--- src/rtl/mips_multicycle_ctrl.sv ---
// mips_multicycle_ctrl: multi-cycle main control FSM for the Mini-MIPS core.
// Sequences fetch/decode/exec/mem/wb over a shared memory port with a ready handshake.
`default_nettype none

module mips_multicycle_ctrl (
  input  logic       clk,
  input  logic       rst_n,
  input  logic       mem_ready,
  input  logic [5:0] mem_rdata_op,
  output logic [2:0] state,
  output logic       mem_read,
  output logic       mem_write,
  output logic       ir_write,
  output logic       pc_write,
  output logic       pc_write_cond,
  output logic [1:0] pc_src,
  output logic       alu_src_a,
  output logic [1:0] alu_src_b,
  output logic [1:0] alu_op,
  output logic [1:0] imm_mode,
  output logic       reg_dst,
  output logic       mem_to_reg,
  output logic       reg_write,
  output logic       illegal,
  output logic       instr_done
);

  typedef enum logic [2:0] {
    S_RESET  = 3'd0,
    S_FETCH  = 3'd1,
    S_DECODE = 3'd2,
    S_EXEC   = 3'd3,
    S_MEM    = 3'd4,
    S_WB     = 3'd5
  } state_t;

  localparam logic [5:0] OP_R    = 6'h00;
  localparam logic [5:0] OP_J    = 6'h02;
  localparam logic [5:0] OP_BEQ  = 6'h04;
  localparam logic [5:0] OP_ADDI = 6'h08;
  localparam logic [5:0] OP_ANDI = 6'h0C;
  localparam logic [5:0] OP_ORI  = 6'h0D;
  localparam logic [5:0] OP_LUI  = 6'h0F;
  localparam logic [5:0] OP_LW   = 6'h23;
  localparam logic [5:0] OP_SW   = 6'h2B;

  state_t     state_q, state_d;
  logic [5:0] opcode_q;
  logic       op_legal;

  always_ff @(posedge clk or negedge rst_n) begin
    if (!rst_n) begin
      state_q  <= S_RESET;
      opcode_q <= 6'd0;
    end else begin
      state_q <= state_d;
      if (state_q == S_FETCH && mem_ready)
        opcode_q <= mem_rdata_op;
    end
  end

  always_comb begin
    op_legal = 1'b0;
    case (opcode_q)
      OP_R, OP_J, OP_BEQ, OP_ADDI, OP_ANDI,
      OP_ORI, OP_LUI, OP_LW, OP_SW: op_legal = 1'b1;
      default:                      op_legal = 1'b0;
    endcase
  end

  always_comb begin
    state_d       = S_FETCH;
    mem_read      = 1'b0;
    mem_write     = 1'b0;
    ir_write      = 1'b0;
    pc_write      = 1'b0;
    pc_write_cond = 1'b0;
    pc_src        = 2'b00;
    alu_src_a     = 1'b0;
    alu_src_b     = 2'b00;
    alu_op        = 2'b00;
    imm_mode      = 2'b00;
    reg_dst       = 1'b0;
    mem_to_reg    = 1'b0;
    reg_write     = 1'b0;
    illegal       = 1'b0;
    instr_done    = 1'b0;
    case (state_q)
      S_RESET: state_d = S_FETCH;
      S_FETCH: begin
        mem_read  = 1'b1;
        alu_src_b = 2'b01;
        ir_write  = mem_ready;
        pc_write  = mem_ready;
        state_d   = mem_ready ? S_DECODE : S_FETCH;
      end
      S_DECODE: begin
        // ALU precomputes the branch target into ALUOut during decode
        alu_src_b = 2'b11;
        if (opcode_q == OP_J) begin
          pc_write   = 1'b1;
          pc_src     = 2'b10;
          instr_done = 1'b1;
          state_d    = S_FETCH;
        end else if (!op_legal) begin
          illegal    = 1'b1;
          instr_done = 1'b1;
          state_d    = S_FETCH;
        end else begin
          state_d = S_EXEC;
        end
      end
      S_EXEC: begin
        alu_src_a = 1'b1;
        state_d   = S_WB;
        case (opcode_q)
          OP_R: alu_op = 2'b10;
          OP_ADDI: alu_src_b = 2'b10;
          OP_LW, OP_SW: begin
            alu_src_b = 2'b10;
            state_d   = S_MEM;
          end
          OP_ANDI, OP_ORI: begin
            alu_src_b = 2'b10;
            imm_mode  = 2'b01;
            alu_op    = 2'b11;
          end
          OP_LUI: begin
            alu_src_b = 2'b10;
            imm_mode  = 2'b10;
            alu_op    = 2'b11;
          end
          OP_BEQ: begin
            alu_op        = 2'b01;
            pc_write_cond = 1'b1;
            pc_src        = 2'b01;
            instr_done    = 1'b1;
            state_d       = S_FETCH;
          end
          default: state_d = S_FETCH;
        endcase
      end
      S_MEM: begin
        mem_read  = (opcode_q == OP_LW);
        mem_write = (opcode_q == OP_SW);
        if (!mem_ready)
          state_d = S_MEM;
        else if (opcode_q == OP_LW)
          state_d = S_WB;
        else begin
          instr_done = 1'b1;
          state_d    = S_FETCH;
        end
      end
      S_WB: begin
        reg_write  = 1'b1;
        reg_dst    = (opcode_q == OP_R);
        mem_to_reg = (opcode_q == OP_LW);
        instr_done = 1'b1;
        state_d    = S_FETCH;
      end
      default: state_d = S_FETCH;
    endcase
  end

  assign state = state_q;

endmodule

`default_nettype wire

--- config.mk ---
export PLATFORM = sky130hd
export DESIGN_NAME = mips_multicycle_ctrl
export DESIGN_NICKNAME = d
export VERILOG_FILES = /design/src/rtl/mips_multicycle_ctrl.sv
export SDC_FILE = /design/constraint.sdc
export NUM_CORES = 1
export LEC_CHECK = 0
export CAP_MARGIN = 10
export CORE_ASPECT_RATIO = 0.8
export CORE_MARGIN = 3
export CORE_UTILIZATION = 41
export CTS_CLUSTER_DIAMETER = 40
export DETAILED_ROUTE_END_ITERATION = 10
export GPL_ROUTABILITY_DRIVEN = 0
export HOLD_SLACK_MARGIN = 0.05
export PLACE_DENSITY_LB_ADDON = 0.05
export SYNTH_ARGS = -nofsm -noshare
export SYNTH_HDL_FRONTEND = slang
export SYNTH_SLANG_ARGS = --single-unit
--- constraint.sdc ---
create_clock -name clk -period 2.6 [get_ports clk]
set_clock_uncertainty 0.2 [all_clocks]
set_input_delay 0.65 -clock clk [delete_from_list [all_inputs] [get_ports clk]]
set_output_delay 0.65 -clock clk [all_outputs]
set_load 0.01 [all_outputs]
# Yosys cells after proc, flatten, opt, wreduce, memory -nomap -nowiden
# Cells that the tools add are included.
[word_totals] reg_bits=9 latchBits=0 mem_bits_rw=0 rom_bits=0 in_bits=9 wordCells=58 memories=0
[op_classes] addsub=0 mul=0 n_div=0 magnitude_cmp=0 n_eq_ne=13 shift=0 muxes=35 bitwise=0 reduce_logical=8
[ops] op="equality test 6 x 4 -> 1 bit (second input constant)" n=4
[ops] op="2-to-1 mux 1 bit" n=17
[ops] op="2-to-1 mux 2 bit" n=7
[ops] op="equality test 6 bit (second input constant)" n=2
[ops] op="one-hot mux 2 bit (3 select lines)" n=2
[ops] op="one-hot mux 3 bit (4 select lines)" n=1
[ops] op="OR reduction 9 bit" n=1
[ops] op="one-hot mux 2 bit (2 select lines)" n=2
[ops] op="equality test 3 x 2 -> 1 bit (second input constant)" n=2
[ops] op="equality test 3 bit (second input constant)" n=2
[ops] op="equality test 6 x 2 -> 1 bit (second input constant)" n=1
[ops] op="equality test 6 x 3 -> 1 bit (second input constant)" n=1
[ops] op="logical NOT 6 bit" n=1
[ops] op="2-to-1 mux 3 bit" n=2
[ops] op="one-hot mux 3 bit (2 select lines)" n=1
[ops] op="OR reduction 6 bit" n=1
[ops] op="OR reduction 5 bit" n=1
[ops] op="one-hot mux 1 bit (2 select lines)" n=2
[ops] op="one-hot mux 1 bit (4 select lines)" n=1
[ops] op="OR reduction 2 bit" n=2
[ops] op="equality test 3 x 1 -> 1 bit (second input constant)" n=1
[ops] op="OR reduction 3 bit" n=1
[ops] op="logical AND 1 bit" n=1

# Depth between registers and ports, before layout
[depth] ltp_word=6 depth_mapped=6

# Worst setup path before layout
# OpenSTA, ideal clock, no wires.
[synth_path] path_type="reg2out" from="register opcode_q[3]" to="output mem_read" arrival_time_ps=1557 required_time_ps=1750 path_slack_ps=193 path_stages_with_launch=5 path_buffers=1 path_cell_list="dfrtp_1 buf_2 or4_4 or3_1 a21oi_1"
[synth_between] elab_chain_cells=2
[synth_rtl] item="start, declared" line_no="48" text="logic [5:0] opcode_q;"
[synth_rtl] item="start signal, assigned" line_no="58" text="opcode_q <= mem_rdata_op;"
[synth_rtl] item="equality test 6 bit" line_no="144" text="mem_read = (opcode_q == OP_LW);"
[synth_rtl] item="one-hot mux 1 bit (2 select lines)" line_no="88" text="case (state_q)"
[synth_rtl] item="end, declared" line_no="11" text="output logic mem_read,"
# Every way passes these cells.

# Final worst setup path
[layout_path] from="register opcode_q[2]" to="output mem_read"
# The elaborated chain is that of the path after synthesis.

==> results.json <==
{
  "register_area_um2": 226,
  "ant_nets": 0,
  "endpoint": "mem_read",
  "syn-cell-area_um2": 707,
  "rr_worst_depth": 7,
  "numCtsBuffers": 3,
  "power_mw": 1.31,
  "seq_area_frac_synth_pct": 31.9,
  "track_usage_pct": 19.9,
  "synth_seq_cells": 9,
  "synth_nets": 95,
  "core_um2": 1500,
  "worst-path-max-fanout": 2,
  "cp_slowest_cell": "or4_4",
  "clk_latency_ns": 0.25,
  "dp_hpwl_um": 1590,
  "r2r_setup_slack_ns": 0.62,
  "cts_tree": "built",
  "start_util_pct": 47.1,
  "netlist.area_leader.share_pct": 31.9,
  "clkSinkCount": 9,
  "relSlewSlack_pct": 75.6,
  "wl_per_cell_um": 13.4,
  "areaGrowthSynthToFinish_pct": 76.8,
  "setup_viol": 1,
  "slowest_delay_ns": 0.54,
  "antenna_cells": 0,
  "dieArea_um2": 2260,
  "first_pass_iters": 4,
  "fillers": 87,
  "peakVddDrop_uv": 800,
  "dp_slack_ns": -0.336,
  "setup_ws_ns": -0.0108,
  "die_w_um": 52.4,
  "multiInputGateArea_um2": 541,
  "numPortBuffers": 30,
  "outcome": "complete, but fails checks",
  "worstSetupPathType": "reg -> out",
  "crit_chain": "or4_4, or3_4, a21oi_2, buf_2",
  "dp_cells": 149,
  "power.density_nw_per_um2": 1050,
  "drive_gt1_share_pct": 46.3,
  "grt_overflow": 0,
  "finalNetCount": 144,
  "worst_pin_slew_ns": 0.365,
  "pin_count": 31,
  "rsz0062_at_grt": "true",
  "grt_pass1_vias": 775,
  "yosys-top-cells-count": "nor2_1, dfrtp_1, nand2_1",
  "ys.flop_type": "dfrtp_1",
  "violations": "negative setup slack",
  "cp.arrival_ns": 1.76,
  "cellLeakagePower_nw": 0.590,
  "drt_iter0_drc": 16,
  "syn_inst": 86,
  "synth-edff-count": 0,
  "min_period_ns": 2.61,
  "vias": 828,
  "drv_cap": 0,
  "placementRows": 12,
  "synthTopCellsByArea": "dfrtp_1, mux2_2, nor2_1",
  "worst_r2r_endpoint": "opcode_q[4]",
  "finalCritPeriodShare_pct": 100,
  "syn_avg_cell_area_um2": 8.22,
  "async_flop_share_pct": 100,
  "clk_pin_slew_worst_paths_ns": 0.05,
  "finalHoldViolCount": 0,
  "cts_buffer_depth": 2,
  "synth_cell_types": 37,
  "yosys.area.top_type": "dfrtp_1",
  "hold_class": "reg -> reg",
  "drc_errors": 0,
  "start_kind": "register",
  "yosys_warnings": 0,
  "crit_required_ns": 1.75,
  "startpoint": "opcode_q[2]",
  "routed_via_density": 5.34,
  "crit_path_end_kind": "output port",
  "grt_pass1_wl_um": 3400,
  "fmax_mhz": 383,
  "finalNonFillerCells": 155,
  "antenna_found_initial": 0,
  "synth_most_common_cell": "nor2_1",
  "drv_slew": 0,
  "r2r_start": "state[2]",
  "cts-htree-levels": 1,
  "dieHeight_um": 43.1,
  "wl_um": 2070,
  "grt_start_max_net_pins": 11,
  "root_buffer": "clkbuf_4"
}
-- critical path: cells and delay by family (launching register included) --
kind	cells	cell delay, ns
AND/OR/NAND/NOR	2	0.88
flip-flops	1	0.37
buffers and inverters	1	0.14
AO/OA/AOI/OAI	1	0.12
-- cells in the final DEF (no fill, tap or decap), types with 3 or more instances in the layout --
cell / count
buf_4: 18
clkdlybuf4s50_1: 13
nand2_1: 9
dfrtp_1: 8
nor2_1: 7
inv_1: 7
mux2_2: 6
dlygate4sd2_1: 6
buf_2: 5
nor2_2: 3
clkbuf_4: 3
clkbuf_2: 3
-- power breakdown --
part	internal (mW)	switching [mW]
clock	0.0586	0.0400
sequential	0.204	0.0570
combinational	0.478	0.471
-- registers in the layout (all words and copies together) (netlist names) --
name	count
opcode_q	6
state	3
-- layout make-up --
class | instances | area share (%)
multi-input combinational | 65 | 43.2
timing repair buffer | 49 | 32.3
sequential | 9 | 18.1
clock buffer | 4 | 2.10
inverter | 7 | 2.10
tap | 21 | 2.10
-- layer usage --
layer	part of all wire (%)	vias to the layer above	wire (um)	global-route usage (%)
li1	-	407	-	-
met1	43	376	895	26.1
met2	48	43	996	33.4
met3	8.2	2	169	1.40
met4	0.53	0	11	7.65
met5	0	-	0	0
-- stage by stage --
step	hold slack [ns]	cell area (um2)	utilization (%)	setup TNS, ns
after floorplan	0.154	707	-	0
after global placement	0.354	1130	75.6	-1.03
after detailed placement	0.376	1130	75.6	-1.19
after CTS	0.386	1220	81.0	-0.278
after global routing	0.416	1250	83.3	-0.177
final	0.386	1250	83.3	-0.0108
-- cells by family after synthesis --
logic type / Yosys count / share of synthesized area, %
muxes: 7 / 11.0
buffers and inverters: 12 / 7.43
and+or+nand+nor: 41 / 32.4
xor gates and xnor gates: 1 / 1.24
AOI/OAI and AO/OA: 16 / 16.1
DFF: 9 / 31.9
-- worst min-delay path by stage --
| stage | start | endpoint | slack (ns) | cells past startpoint |
|---|---|---|---|---|
| floorplan | rst_n | opcode_q[0] | 0.15 | 0 |
| global placement | opcode_q[0] | opcode_q[0] | 0.35 | 1 |
| CTS | opcode_q[0] | opcode_q[0] | 0.39 | 1 |
| finish | opcode_q[0] | opcode_q[0] | 0.39 | 1 |
| detailed placement | opcode_q[0] | opcode_q[0] | 0.38 | 1 |
| global route | opcode_q[0] | opcode_q[0] | 0.42 | 1 |
-- what timing repair did --
| action | CTS | global route |
|---|---|---|
| buffers inserted | 2 | 0 |
| cloned | 0 | 0 |
| hold buffers | 0 | 0 |
| gates resized for setup | 43 | 24 |
| pin swaps | 3 | 2 |
| setup endpoints to repair | 17 | 14 |
Note: power is estimated with default switching activity, not from simulation.
